### src/rtl/elbeth_alu_issue.sv
// Operand-issue register ahead of elbeth_alu: forwards MEM/WB results into operands,
// stalls on load-use hazards and hands registered operands to EX under valid/ready.
module elbeth_alu_issue #(
  parameter int unsigned DATA_WIDTH     = 32,
  parameter int unsigned REG_ADDR_WIDTH = 5,
  parameter int unsigned OP_WIDTH       = 4,
  parameter int unsigned CNT_WIDTH      = 16
) (
  input  logic                      clk,
  input  logic                      rst,
  input  logic                      in_valid,
  output logic                      in_ready,
  input  logic [REG_ADDR_WIDTH-1:0] rs1_addr,
  input  logic [REG_ADDR_WIDTH-1:0] rs2_addr,
  input  logic [DATA_WIDTH-1:0]     rs1_data,
  input  logic [DATA_WIDTH-1:0]     rs2_data,
  input  logic [DATA_WIDTH-1:0]     imm,
  input  logic                      use_imm,
  input  logic [OP_WIDTH-1:0]       alu_op,
  input  logic [REG_ADDR_WIDTH-1:0] rd_addr,
  input  logic                      reg_write,
  input  logic                      mem_fwd_we,
  input  logic [REG_ADDR_WIDTH-1:0] mem_fwd_addr,
  input  logic [DATA_WIDTH-1:0]     mem_fwd_data,
  input  logic                      mem_is_load,
  input  logic                      wb_fwd_we,
  input  logic [REG_ADDR_WIDTH-1:0] wb_fwd_addr,
  input  logic [DATA_WIDTH-1:0]     wb_fwd_data,
  input  logic                      flush,
  input  logic                      ex_ready,
  output logic                      ex_valid,
  output logic [DATA_WIDTH-1:0]     data_a,
  output logic [DATA_WIDTH-1:0]     data_b,
  output logic [OP_WIDTH-1:0]       operation,
  output logic [REG_ADDR_WIDTH-1:0] ex_rd_addr,
  output logic                      ex_reg_write,
  output logic [CNT_WIDTH-1:0]      stall_cnt
);

  logic                  hazard;
  logic                  slot_free;
  logic                  accept;
  logic [DATA_WIDTH-1:0] res_a;
  logic [DATA_WIDTH-1:0] res_b;

  // MEM beats WB; a load in MEM has no data yet and never forwards.
  function automatic logic [DATA_WIDTH-1:0] resolve(
    input logic [REG_ADDR_WIDTH-1:0] addr,
    input logic [DATA_WIDTH-1:0]     rf_data
  );
    logic [DATA_WIDTH-1:0] r;
    r = rf_data;
    if (addr == '0)
      r = '0;
    else if (mem_fwd_we && (mem_fwd_addr == addr) && !mem_is_load)
      r = mem_fwd_data;
    else if (wb_fwd_we && (wb_fwd_addr == addr))
      r = wb_fwd_data;
    return r;
  endfunction

  always_comb begin
    res_a = resolve(rs1_addr, rs1_data);
    res_b = resolve(rs2_addr, rs2_data);
  end

  assign hazard = in_valid && mem_fwd_we && mem_is_load && (mem_fwd_addr != '0) &&
                  ((mem_fwd_addr == rs1_addr) || (!use_imm && (mem_fwd_addr == rs2_addr)));
  assign slot_free = !ex_valid || ex_ready;
  assign in_ready  = slot_free && !hazard;
  assign accept    = in_valid && in_ready;

  // Flush leaves data fields stale; only valid and write-enable are killed.
  always_ff @(posedge clk) begin
    if (rst) begin
      ex_valid     <= 1'b0;
      data_a       <= '0;
      data_b       <= '0;
      operation    <= '0;
      ex_rd_addr   <= '0;
      ex_reg_write <= 1'b0;
      stall_cnt    <= '0;
    end else begin
      if (hazard && (stall_cnt != '1))
        stall_cnt <= stall_cnt + CNT_WIDTH'(1);
      if (flush) begin
        ex_valid     <= 1'b0;
        ex_reg_write <= 1'b0;
      end else if (accept) begin
        ex_valid     <= 1'b1;
        data_a       <= res_a;
        data_b       <= use_imm ? imm : res_b;
        operation    <= alu_op;
        ex_rd_addr   <= rd_addr;
        ex_reg_write <= reg_write;
      end else if (slot_free) begin
        ex_valid     <= 1'b0;
        ex_reg_write <= 1'b0;
      end
    end
  end

endmodule

### config.mk
export PLATFORM = sky130hd
export DESIGN_NAME = elbeth_alu_issue
export DESIGN_NICKNAME = d
export VERILOG_FILES = /design/src/rtl/elbeth_alu_issue.sv
export SDC_FILE = /design/constraint.sdc
export NUM_CORES = 1
export LEC_CHECK = 0
export ABC_AREA = 1
export BUFFER_PORTS_ARGS = -buffer_cell sky130_fd_sc_hd__buf_2
export CORE_ASPECT_RATIO = 0.7
export CORE_MARGIN = 2
export CORE_UTILIZATION = 37
export DETAILED_ROUTE_END_ITERATION = 10
export HOLD_SLACK_MARGIN = 0.15
export PLACE_DENSITY = 0.62
export SYNTH_ARGS = -nofsm -noshare
export SYNTH_HDL_FRONTEND = slang
export SYNTH_SLANG_ARGS = --single-unit
### constraint.sdc
create_clock -name clk -period 2.38 [get_ports clk]
set_input_delay 0 -clock clk [delete_from_list [all_inputs] [get_ports clk]]
set_output_delay 0 -clock clk [all_outputs]
set_load 0.005 [all_outputs]
==> impl_metrics.env, run 1 <==
export IMPL_worst_hold_check_path_type="primary input to flip-flop"
export IMPL_power_density_nw_per_um2=437.0
export IMPL_clkTransAtPathRegs_ns=0.08
export IMPL_path_max_fanout=9
export IMPL_number_of_pins_exceeding_their_max_slew_limit_in_the_final_report=0
export IMPL_clk_root_buffer_cell="sky130_fd_sc_hd__clkbuf_16"
export IMPL_detailroute_via_count=8651
export IMPL_htreeDepth=3
export IMPL_syn_to_final_growth_pct=47.32
export IMPL_globalRouteTotalUtil_pct=26.54
export IMPL_layout_common_cells="sky130_fd_sc_hd__nand2_1, sky130_fd_sc_hd__buf_2, sky130_fd_sc_hd__nor2_1, sky130_fd_sc_hd__inv_1, sky130_fd_sc_hd__dlygate4sd3_1"
export IMPL_placed_wire_length_estimate_um=18890
export IMPL_drv_cap=0
export IMPL_worst_ep_required_time_ns=2.63
export IMPL_timing_setup_tns_ns=0
export IMPL_core_area_sq_um=18010
export IMPL_timing_final_hold_violations=0
export IMPL_fin_nets=1801
export IMPL_setup_repair_after_global_routing_missed_its_margin="no"
export IMPL_tightest_slew_ns=0.6795
export IMPL_post_cts_resize_count=0
export IMPL_ys_seq_area_share_pct=26.81
export IMPL_worst_skew_pair_late_latency_ns=0.35
export IMPL_drc_errors=0
export IMPL_grt_util_met2_pct=41.31
export IMPL_ir_worst_vdd_mv=0.2961
export IMPL_clock_tree_buffer_depth=2
export IMPL_final_common_cell="sky130_fd_sc_hd__nand2_1"
export IMPL_globalRoute_totalOverflow=0
export IMPL_totalWireLength_um=26400
export IMPL_drive_gt1_share_pct=22.42
export IMPL_syn_area_sq_um=6795
export IMPL_syn_nets=1419
export IMPL_grt_first_pass_wirelength_um=41840
export IMPL_max_freq_mhz=442.0
export IMPL_first_global_vias=8020
export IMPL_final_min_period_over_clock_period_pct=95.05
export IMPL_period_minus_slack_ns=2.262
export IMPL_synth_edff_count=0
export IMPL_postSynthRegisterBits=91
export IMPL_clock_sink_count=91
export IMPL_drtPass1Iterations=5
export IMPL_grt_busiest_layer="met2"
export IMPL_groute_layer_met3_usage_pct=7.492
export IMPL_total_leakage_power_nw=5.729
export IMPL_via_per_inst=4.689
export IMPL_yosysWarnings=0
export IMPL_clock_skew_final_ns=0.01362
export IMPL_tritoncts="built"
export IMPL_routed_wire_length_per_instance_um=14.31
export IMPL_initial_utilization_pct=37.74
export IMPL_row_count=41
export IMPL_die_width_um=166.0
export IMPL_finalSetupViolCount=0
export IMPL_initialDrtViolationCount=671
export IMPL_start_kind="primary input"
export IMPL_synthesis_instances=1219
export IMPL_yosysUniqueCellTypes=34
export IMPL_ys_dominant_reg_cell="sky130_fd_sc_hd__dfxtp_1"
export IMPL_ys_async_sr_fraction_pct=0
export IMPL_use_met1_pct=36.20
export IMPL_final_fill_count=1907
export IMPL_grt_antenna_before_repair=5
export IMPL_die_area_sq_um=19480
export IMPL_max_slew_margin_pct=54.65
export IMPL_arrival_ns=2.51
export IMPL_timing_hold_ws_ns=0.1543
export IMPL_crit_type="primary input to flip-flop"
export IMPL_post_cts_setup_buffer_count=0
export IMPL_result_of_the_run="finished clean"
export IMPL_placement_io_buffers=290
export IMPL_final_weighted_congestion_in_routability_driven_placement=0.9401
export IMPL_boundaryPins=291
export IMPL_grt_max_degree=64
export IMPL_die_height_um=117.4
export IMPL_critical_path_endpoint_type="flip-flop"
export IMPL_tritoncts_num_buffers=9
export IMPL_synth_area_per_cell_sq_um=5.574
export IMPL_ant_nets=0
## repair_timing
action | CTS | global route
hold endpoints to repair | 89 | 0
setup endpoints to repair | 0 | 0
hold buffers | 128 | 0
## routing by layer
layer	part of all wire, %	routed length (um)
met1	47	12290
met2	43	11340
met3	8.8	2325
met4	1.6	430
met5	0.049	13
## state kept, by name (all words and copies together), names as in the netlist
name,count
operation,4
stall_cnt,16
ex_rd_addr,5
data_a,32
ex_reg_write,1
data_b,32
ex_valid,1
## path summary, 6_finish.rpt
kind | cells after the start | startpoint | slack (ns) | end
max reg2reg | 9 | stall_cnt[0] | 0.32 | stall_cnt[0]
max | 9 | in_valid | 0.12 | ex_valid
min reg2reg | 2 | stall_cnt[14] | 0.49 | stall_cnt[14]
min | 5 | mem_fwd_data[16] | 0.15 | data_a[16]
## synthesized netlist by cell type, types with 2 or more instances
cell type	instances	share of area (%)
sky130_fd_sc_hd__buf_6	13	2.2
sky130_fd_sc_hd__xnor2_1	3	0.39
sky130_fd_sc_hd__nand3b_1	33	3.6
sky130_fd_sc_hd__o21ai_0	20	1.5
sky130_fd_sc_hd__a21oi_2	9	1.2
sky130_fd_sc_hd__xor2_1	14	1.8
sky130_fd_sc_hd__clkbuf_1	29	1.6
sky130_fd_sc_hd__nand4_1	8	0.74
sky130_fd_sc_hd__inv_1	166	9.2
sky130_fd_sc_hd__nand4_2	2	0.37
sky130_fd_sc_hd__nand3_1	89	6.6
sky130_fd_sc_hd__nand2_2	2	0.18
sky130_fd_sc_hd__dfxtp_1	91	27
sky130_fd_sc_hd__nor3_1	7	0.52
sky130_fd_sc_hd__buf_2	21	1.5
sky130_fd_sc_hd__nor4_1	2	0.18
sky130_fd_sc_hd__o21ai_1	49	3.6
sky130_fd_sc_hd__inv_2	7	0.39
sky130_fd_sc_hd__buf_1	5	0.28
sky130_fd_sc_hd__nor2_1	224	12
sky130_fd_sc_hd__nor2_4	2	0.33
sky130_fd_sc_hd__nor2_2	2	0.18
sky130_fd_sc_hd__a21oi_1	11	0.81
sky130_fd_sc_hd__nand2_1	400	22
## report_power, final
| group | total [mW] | switching (mW) | internal, mW |
|---|---|---|---|
| Clock | 1.54 | 0.663 | 0.875 |
| Combinational | 1.18 | 0.607 | 0.570 |
| Sequential | 1.66 | 0.0454 | 1.61 |
## logic make-up after synthesis
kind of cell / after synthesis / synth area share (%)
adder cells (fa/ha/maj): 1 / 0.1841
buffers and inverters: 242 / 15.25
XOR/XNOR: 17 / 2.191
AND/OR/NAND/NOR: 775 / 47.97
AO/OA/AOI/OAI: 93 / 7.605
flip-flops: 91 / 26.81
## layout make-up
type                       instances  area, sq um  area share [%]
multi-input combinational        886         3975           39.71
clock inverter                     5        61.31          0.6124
clock buffer                      11        252.7           2.525
tap                              236        295.3           2.950
timing repair buffer             440         2948           29.45
inverter                         173        649.4           6.487
sequential                        91         1822           18.20
antenna                            3        7.507         0.07499
## critical path, stage by stage
cell and delay [ns]:
sky130_fd_sc_hd__dlygate4sd3_1 0.52, sky130_fd_sc_hd__buf_2 0.16, sky130_fd_sc_hd__nand4_1 0.17, sky130_fd_sc_hd__a21oi_4 0.32
sky130_fd_sc_hd__a21oi_1 0.10, sky130_fd_sc_hd__nand2_1 0.07, sky130_fd_sc_hd__dlygate4sd3_1 0.55, sky130_fd_sc_hd__a21oi_1 0.06
sky130_fd_sc_hd__dlygate4sd3_1 0.55
## through the flow
step | worst slack (ns) | cells | util [%] | instance area, sq um | total power, mW
CTS | 0.1659 | 1842 | 55.56 | 10000 | 4.404
finish | 0.1177 | 1845 | 55.60 | 10010 | 4.374
detailed placement | 0.3418 | 1698 | 46.70 | 8408 | 2.660
floorplan | 0.6433 | 1219 | - | 6795 | 2.237
global route | 0.04404 | 1844 | 55.58 | 10010 | 4.631
global placement | 0.4218 | 1698 | 46.70 | 8408 | 2.652
No activity file was read; power rests on OpenSTA's default activity.
==> inputs of run 2 (changes only) <==
- CORE_UTILIZATION: 37 -> 49
- PLACE_DENSITY: 0.62 -> 0.79
==> impl_metrics.env, run 2 (synthesis results as in run 1) <==
export IMPL_crit_type="primary input to flip-flop"
export IMPL_timing_setup_tns_ns=0
export IMPL_cpMaxStageDelayCell="sky130_fd_sc_hd__dlygate4sd3_1"
export IMPL_routed_wire_length_per_instance_um=14.70
export IMPL_placement_io_buffers=290
export IMPL_cp_slowest_stage_delay_ns=0.56
export IMPL_largest_registers="data_a: 32 flops, data_b: 32 flops, stall_cnt: 16 flops"
export IMPL_setup_repair_after_global_routing_missed_its_margin="no"
export IMPL_drtPass1Iterations=5
export IMPL_worst_skew_pair_late_latency_ns=0.34
export IMPL_initial_utilization_pct=50.88
export IMPL_die_height_um=102.5
export IMPL_syn_to_final_growth_pct=46.62
export IMPL_final_common_cell="sky130_fd_sc_hd__nand2_1"
export IMPL_period_minus_slack_ns=2.152
export IMPL_detailroute_via_count=9029
export IMPL_layout_common_cells="sky130_fd_sc_hd__nand2_1, sky130_fd_sc_hd__buf_2, sky130_fd_sc_hd__nor2_1, sky130_fd_sc_hd__inv_1, sky130_fd_sc_hd__dlygate4sd3_1"
export IMPL_start_kind="primary input"
export IMPL_total_leakage_power_nw=5.740
export IMPL_initialDrtViolationCount=703
export IMPL_tightest_slew_ns=0.6515
export IMPL_worst_ep_required_time_ns=2.61
export IMPL_die_area_sq_um=14840
export IMPL_post_cts_setup_buffer_count=0
export IMPL_path_max_fanout=4
export IMPL_final_min_period_over_clock_period_pct=90.43
export IMPL_core_area_sq_um=13360
export IMPL_cpMostUsedCell="sky130_fd_sc_hd__dlygate4sd3_1"
export IMPL_timing_final_hold_violations=0
export IMPL_drive_gt1_share_pct=22.43
export IMPL_totalWireLength_um=26370
export IMPL_arrival_ns=2.38
export IMPL_worst_hold_check_path_type="primary input to flip-flop"
export IMPL_fin_nets=1800
export IMPL_via_per_inst=5.033
export IMPL_clock_tree_buffer_depth=2
export IMPL_total_power_mw=4.452
export IMPL_power_density_nw_per_um2=446.9
export IMPL_htreeDepth=3
export IMPL_post_cts_resize_count=0
export IMPL_boundaryPins=291
export IMPL_ant_nets=0
export IMPL_clkTransAtPathRegs_ns=0.07
export IMPL_number_of_pins_exceeding_their_max_slew_limit_in_the_final_report=0
export IMPL_globalRouteTotalUtil_pct=34.71
export IMPL_drc_errors=0
export IMPL_max_freq_mhz=464.6
export IMPL_clock_skew_final_ns=0.01057
export IMPL_row_count=35
export IMPL_grt_max_degree=72
export IMPL_placed_area_sq_um=8364
export IMPL_clk_root_buffer_cell="sky130_fd_sc_hd__clkbuf_16"
export IMPL_grt_antenna_before_repair=3
export IMPL_final_weighted_congestion_in_routability_driven_placement=0.9375
export IMPL_drv_cap=0
export IMPL_cts_hold_fix_buffers=126
export IMPL_tritoncts="built"
export IMPL_cp_cell_sequence="dlygate4sd3_1 > buf_2 > nand4_1 > inv_1 > nand2_1 > nand4_1 > dlygate4sd3_1 > a21oi_1 > dlygate4sd3_1"
export IMPL_die_width_um=144.8
export IMPL_max_slew_margin_pct=56.51
export IMPL_ir_worst_vdd_mv=0.3490
export IMPL_grt_first_pass_wirelength_um=40700
export IMPL_placed_wire_length_estimate_um=17870
export IMPL_result_of_the_run="finished clean"
export IMPL_tritoncts_num_buffers=9
export IMPL_timing_hold_ws_ns=0.1613
export IMPL_stdcell_count=1794
export IMPL_first_global_vias=8442
export IMPL_finalSetupViolCount=0
export IMPL_post_route_cell_area_sq_um=9963
export IMPL_placed_cells_incl_taps=1648
export IMPL_critical_path_endpoint_type="flip-flop"
export IMPL_globalRoute_totalOverflow=0
export IMPL_clock_sink_count=91
## run 2: final cells by class
class / instances / area (sq um)
antenna: 4 / 10.01
clock buffer: 11 / 242.7
clock inverter: 5 / 85.08
fill: 1104 / 3393
inverter: 173 / 649.4
multi-input combinational: 886 / 3975
sequential: 91 / 1822
tap: 185 / 231.5
timing repair buffer: 439 / 2948
## run 2: final timing paths
| check | from | to | slack (ns) | cells past startpoint |
|---|---|---|---|---|
| worst max register to register | stall_cnt[0] | stall_cnt[0] | 0.32 | 9 |
| worst min-delay path | rs1_data[18] | data_a[18] | 0.16 | 7 |
| worst min register to register | stall_cnt[15] | stall_cnt[15] | 0.48 | 2 |
| worst max-delay path | in_valid | ex_reg_write | 0.23 | 9 |
## run 2: through the flow
stage,setup WS [ns],utilization (%)
floorplan,0.6433,-
global placement,0.4552,62.62
detailed placement,0.3689,62.62
CTS,0.2590,74.52
global route,0.08129,74.56
finish,0.2278,74.59
## run 2: power by group
part           switching (mW)  internal (mW)  leakage, nW  total [mW]
Combinational           0.625          0.569         4.84        1.19
Sequential             0.0462           1.61        0.747        1.66
Clock                   0.641          0.957        0.156        1.60
## run 2: routing by layer
layer | share of wire (%) | vias up | track usage, %
li1 | - | 4463 | -
met2 | 45 | 479 | 56.82
met1 | 42 | 4015 | 44.78
met3 | 10 | 72 | 8.825
met5 | 0 | - | 0
met4 | 2.9 | 0 | 12.40
## run 2: critical path: cells and delay by family
family / cells / cell delay [ns]
compound gates: 1 / 0.05
buf+inv: 5 / 1.89
simple gates: 3 / 0.44
